$ cat config.mk
export PLATFORM = sky130hd
export DESIGN_NAME = usb_tx
export DESIGN_NICKNAME = d
export VERILOG_FILES = /design/src/rtl/usb_tx.sv
export SDC_FILE = /design/constraint.sdc
export NUM_CORES = 1
export LEC_CHECK = 0
export CAP_MARGIN = 10
export CORE_UTILIZATION = 27
export DETAILED_ROUTE_END_ITERATION = 12
export PLACE_DENSITY = 0.5
export SYNTH_ARGS = -nofsm -noshare
export SYNTH_HDL_FRONTEND = slang
export SYNTH_SLANG_ARGS = --single-unit
export TNS_END_PERCENT = 5
$ cat constraint.sdc
create_clock -name clk -period 2.4 [get_ports clk]
set_clock_uncertainty 0.1 [all_clocks]
set_input_delay 0.72 -clock clk [delete_from_list [all_inputs] [get_ports clk]]
set_output_delay 0.72 -clock clk [all_outputs]
set_load 0.01 [all_outputs]
$ cat src/rtl/usb_tx.sv
// USB packet transmitter: SYNC, PID, optional payload + CRC16, EOP, NRZI-coded on D+/D-, 5 clk per bit.
// Define USB_TX_BIT_STUFF_EN to stuff a 0 after six consecutive 1s in PID, payload and CRC.
module usb_tx (
    input  logic       clk,
    input  logic       rst,
    input  logic [3:0] tx_packet,
    input  logic [7:0] tx_packet_data,
    input  logic [6:0] buffer_occupancy,
    output logic       tx_error,
    output logic       get_tx_packet_data,
    output logic       tx_transfer_active,
    output logic       Dplus_out,
    output logic       Dminus_out
);
    typedef enum logic [2:0] {IDLE, SYNC, PID, LOAD, DATA, CRC, EOP, ERR_EOP} state_t;

    state_t      state;
    logic [2:0]  cyc;
    logic [4:0]  bit_cnt;
    logic [7:0]  shreg;
    logic [7:0]  pid;
    logic [15:0] crc;
    logic [6:0]  byte_cnt;
    logic        is_data;
    logic        stuff_due;
    logic        send;
    logic        count_bit;
    logic        stuff;
    logic        tx_bit;

    function automatic logic valid_code(input logic [3:0] c);
        return c inside {4'b0010, 4'b1010, 4'b1110, 4'b0011, 4'b1011};
    endfunction

    function automatic logic [15:0] crc_byte(input logic [15:0] c, input logic [7:0] d);
        logic [15:0] r;
        r = c;
        for (int i = 0; i < 8; i++) begin
            if (r[0] ^ d[i]) r = (r >> 1) ^ 16'hA001;
            else             r = r >> 1;
        end
        return r;
    endfunction

    // DATA0/DATA1 are the only codes ending in 11; handshakes end in 10.
    assign is_data = pid[0];
    assign get_tx_packet_data = !rst && (state == LOAD) && (buffer_occupancy != 7'd0)
                                && (byte_cnt != 7'd64);

`ifdef USB_TX_BIT_STUFF_EN
    logic [2:0] ones_cnt;
    always_ff @(posedge clk) begin
        if (rst || state == IDLE || stuff) ones_cnt <= 3'd0;
        else if (count_bit)                ones_cnt <= tx_bit ? ones_cnt + 3'd1 : 3'd0;
    end
    assign stuff_due = (ones_cnt == 3'd6);
`else
    assign stuff_due = 1'b0;
`endif

    // Decide what goes on the wire at the coming bit boundary.
    always_comb begin
        send      = 1'b0;
        count_bit = 1'b0;
        stuff     = 1'b0;
        tx_bit    = 1'b1;
        if (cyc == 3'd4) begin
            case (state)
                SYNC: begin
                    send = 1'b1;
                    if (bit_cnt == 5'd8) begin
                        count_bit = 1'b1;
                        tx_bit    = pid[0];
                    end else begin
                        tx_bit = shreg[0];
                    end
                end
                PID, DATA, CRC: begin
                    if (stuff_due) begin
                        send   = 1'b1;
                        stuff  = 1'b1;
                        tx_bit = 1'b0;
                    end else if (bit_cnt != ((state == CRC) ? 5'd16 : 5'd8)) begin
                        send      = 1'b1;
                        count_bit = 1'b1;
                        tx_bit    = (state == CRC) ? ~crc[0] : shreg[0];
                    end
                end
                default: ;
            endcase
        end
    end

    always_ff @(posedge clk) begin
        if (rst) begin
            state              <= IDLE;
            cyc                <= 3'd0;
            bit_cnt            <= 5'd0;
            shreg              <= 8'd0;
            pid                <= 8'd0;
            crc                <= 16'hFFFF;
            byte_cnt           <= 7'd0;
            tx_error           <= 1'b0;
            tx_transfer_active <= 1'b0;
            Dplus_out          <= 1'b1;
            Dminus_out         <= 1'b0;
        end else begin
            cyc <= (cyc == 3'd4) ? 3'd0 : cyc + 3'd1;
            if (send && !tx_bit) begin
                Dplus_out  <= ~Dplus_out;
                Dminus_out <= ~Dminus_out;
            end
            case (state)
                IDLE: begin
                    cyc      <= 3'd0;
                    crc      <= 16'hFFFF;
                    byte_cnt <= 7'd0;
                    tx_error <= 1'b0;
                    if (valid_code(tx_packet)) begin
                        state              <= SYNC;
                        pid                <= {~tx_packet, tx_packet};
                        shreg              <= 8'h40;  // SYNC 0x80 with its first bit already on the wire
                        bit_cnt            <= 5'd1;
                        tx_transfer_active <= 1'b1;
                        Dplus_out          <= 1'b0;
                        Dminus_out         <= 1'b1;
                    end
                end
                SYNC: if (send) begin
                    if (bit_cnt == 5'd8) begin
                        state   <= PID;
                        shreg   <= {1'b0, pid[7:1]};
                        bit_cnt <= 5'd1;
                    end else begin
                        shreg   <= {1'b0, shreg[7:1]};
                        bit_cnt <= bit_cnt + 5'd1;
                    end
                end
                PID, DATA: begin
                    if (count_bit) begin
                        shreg   <= {1'b0, shreg[7:1]};
                        bit_cnt <= bit_cnt + 5'd1;
                    end
                    // Fetch the next byte while the last bit of this one is still on the wire.
                    if (cyc == 3'd2 && bit_cnt == 5'd8 && is_data) begin
                        state <= LOAD;
                    end else if (cyc == 3'd4 && bit_cnt == 5'd8 && !stuff) begin
                        state      <= EOP;
                        bit_cnt    <= 5'd1;
                        Dplus_out  <= 1'b0;
                        Dminus_out <= 1'b0;
                    end
                end
                LOAD: begin
                    bit_cnt <= 5'd0;
                    if (byte_cnt == 7'd64) begin
                        state <= CRC;
                    end else if (buffer_occupancy != 7'd0) begin
                        state    <= DATA;
                        shreg    <= tx_packet_data;
                        crc      <= crc_byte(crc, tx_packet_data);
                        byte_cnt <= byte_cnt + 7'd1;
                    end else if (byte_cnt != 7'd0) begin
                        state <= CRC;
                    end else begin
                        state    <= ERR_EOP;
                        tx_error <= 1'b1;
                    end
                end
                CRC: begin
                    if (count_bit) begin
                        crc     <= {1'b1, crc[15:1]};
                        bit_cnt <= bit_cnt + 5'd1;
                    end else if (cyc == 3'd4 && !stuff) begin
                        state      <= EOP;
                        bit_cnt    <= 5'd1;
                        Dplus_out  <= 1'b0;
                        Dminus_out <= 1'b0;
                    end
                end
                EOP, ERR_EOP: if (cyc == 3'd4) begin
                    // bit_cnt counts EOP bits already on the wire: two SE0, then J.
                    if (bit_cnt == 5'd2) begin
                        Dplus_out  <= 1'b1;
                        Dminus_out <= 1'b0;
                        bit_cnt    <= 5'd3;
                    end else if (bit_cnt == 5'd3) begin
                        state              <= IDLE;
                        tx_transfer_active <= 1'b0;
                        tx_error           <= 1'b0;
                    end else begin
                        Dplus_out  <= 1'b0;
                        Dminus_out <= 1'b0;
                        bit_cnt    <= bit_cnt + 5'd1;
                    end
                end
                default: state <= IDLE;
            endcase
        end
    end
endmodule

==> impl_results.md <==
- Global-route wire length before repair: 17.3 mm
- Share of cells above drive strength 1: 0.266
- Final instance area: 4700 sq um
- Async SR Flop Fraction: 0
- CTS clock-pin slew for the worst setup and hold paths: 80 ps
- Initial core utilization: 0.281
- GR Util met1: 0.229
- Layout area overhead: 37.6%
- Worst-Margin Slew: 901 ps
- CTS tree: built
- Status: finished clean
- WHS: 352 ps
- Core Box Area: 12200 sq um
- Final Setup Violations: 0
- Ys Warns: 0
- MaxCap Viol Count: 0
- Total track usage: 0.168
- Syn Area/Cell: 8.11 sq um
- Power Density: 940 nW/um^2
- Critical Path End Type: flop
- Place WS: -818 ps
- Final hold viol count: 0
- Worst Hold Class: flop to flop
- FF+latch count, synth: 54
- Routed Antenna Nets: 0
- Setup CP Type: input port to flop
- Prevailing post-synth register cell: dfxtp_1
- Most frequent cells in the layout: buf_4 (82), dfxtp_1 (50), nor2_1 (49)
- DR vias/cell: 5.08
- Max Root-Sink Buffers: 2
- Detailed Route Iter0 Violations: 180
- # H-tree levels: 2
- Relative slew slack: 0.397
- Port Buffers: 25
- Critical Path RT: 2480 ps
- Layout Nets: 544
- Slew Viols, Final: 0
- Tcrit/Tclk final: 1.00
- Clk Latency, worst-skew pair: 300 ps
- Synth cell types: 61
- Syn_nets: 451
- Static Leakage: 0.00180 uW
- Pre-Repair DR Iteration Count: 5
- Crit path launch type: input port
- Final GP Congestion: 0.848
- Mapped cell area: 3410 sq um
- Drt total wl: 10.4 mm
- RSZ-0062 raised after global routing: true
- Fin crit period: 2400 ps
- Pin count of the biggest net entering global routing: 33
- CP Data Arrival Time: 2480 ps
- Via count: 3471
- EDFF count, synth: 0
- Die area: 13100 sq um
- Row count: 40
- Register area share after synthesis: 0.317
- Max FO, Critical Path: 4
- Hold buffer count at CTS: 0
- Leading cell type in the layout, fill and taps excluded: buf_4
- Remaining DRCs: 0
- Setup ws final: 0.835 ps
- Initial antenna violation count: 0
- DIE HEIGHT: 114 microns
- Vias in the first global route: 3396
- Post-Synthesis Cells: 421
- Num CTS Buffers: 5
- Hpwl dp: 7.74 mm
- GRT Residual Overflow: 0
- M3 GR Usage: 0.0196
- Fmax achieved: 417 MHz
- Ant diodes: 0
- Placed cell areas: 4430 sq um
- Die W: 114 microns
- GRT met2 Usage: 0.278
- Root Driver: clkbuf_16
- Num Clock Sinks: 54
- I/O pin count: 26
- Core Util, Final: 0.386
- Worst vdd ir: 0.378 mV
- Avg WL per Cell: 15.3 microns
- Top Usage Layer GRT: met2
==> metal layers <==
layer  part of all wire  vias up
met2               0.46       57
met5                  0        -
met4              0.017        0
met1               0.49     1666
li1                   -     1739
met3              0.026        9
==> metrics by stage <==
step / TNS (ps) / std cells / power (uW)
detailed placement: -12370 / 671 / 3530
global route: -346 / 683 / 4730
finish: 0 / 683 / 4410
floorplan: -2.18 / 421 / 2630
CTS: -7.75 / 680 / 4360
global placement: -11340 / 671 / 3510
==> timing repair <==
item	in CTS	in global routing
pin swaps	6	5
resized for setup	36	16
setup endpoints to repair	17	20
buffers inserted	2	3
==> where the power goes <==
group	switching [uW]	leakage, uW	total (uW)	internal [uW]
sequential	133	0.000441	1210	1070
combinational	1290	0.00128	2420	1130
clock	364	0.0000770	784	420
==> cells by family after synthesis <==
kind of cell / count (synthesis) / share of synthesized area
simple gates: 152 / 0.225
compound gates: 131 / 0.275
flops: 54 / 0.317
buf+inv: 41 / 0.0520
xor+xnor: 32 / 0.0905
fa+ha+maj: 9 / 0.0330
mux: 2 / 0.00733
==> worst paths after layout <==
kind,startpoint,end,slack (ps),cells after the start
max,tx_packet_data[0],crc[0]$_SDFFE_PP1P_,0.8,8
min,cyc[0]$_SDFF_PP0_,cyc[0]$_SDFF_PP0_,350,1
min reg2reg,cyc[0]$_SDFF_PP0_,cyc[0]$_SDFF_PP0_,350,1
max reg2reg,state[2]$_SDFFE_PP0P_,bit_cnt[0]$_SDFFE_PP0P_,10,9
==> state kept, by name, indices dropped and copies added, names as in the netlist <==
signal              flops
Dplus_out               1
tx_error                1
byte_cnt                7
shreg                   8
bit_cnt                 5
pid                     8
crc                    16
cyc                     3
tx_transfer_active      1
Dminus_out              1
state                   3
==> layout make-up <==
type,instances,area [sq um]
flip-flops and latches,54,1090
repair buffers,111,917
clock inverters,2,17.5
fillers,1227,7470
well taps,168,210
inverters,16,60.1
clock buffers,6,139
multi-input cells,326,2270
==> synthesized netlist by cell type (3+ instances only) <==
master,n,area share
nor3_1,12,0.018
nand3_1,15,0.022
a21oi_1,33,0.048
and3_1,4,0.0073
nor2b_1,7,0.013
nor2_1,49,0.054
a2111oi_0,8,0.021
a211oi_1,6,0.013
a311oi_1,5,0.013
a221oi_1,3,0.0077
buf_6,3,0.0099
nor4_1,8,0.015
nand2_1,29,0.032
a31oi_1,5,0.0092
o21ai_0,29,0.043
ha_1,9,0.033
dfxtp_1,54,0.32
nand2b_1,4,0.0073
xnor2_1,28,0.072
o31a_1,3,0.0077
a222oi_1,6,0.018
inv_1,16,0.018
a211oi_2,5,0.018
a22o_1,5,0.013
a21o_1,6,0.013
and3b_1,7,0.018
clkbuf_1,20,0.022
==> critical path, cell delays in order <==
cell             delay (ps)
clkdlybuf4s50_1         540
xnor2_2                 140
xor3_2                  350
buf_4                   160
nand2_1                  90
nor4_1                   60
nor4_1                  270
o221ai_1                140
Note: power is estimated with default switching activity, not from simulation.
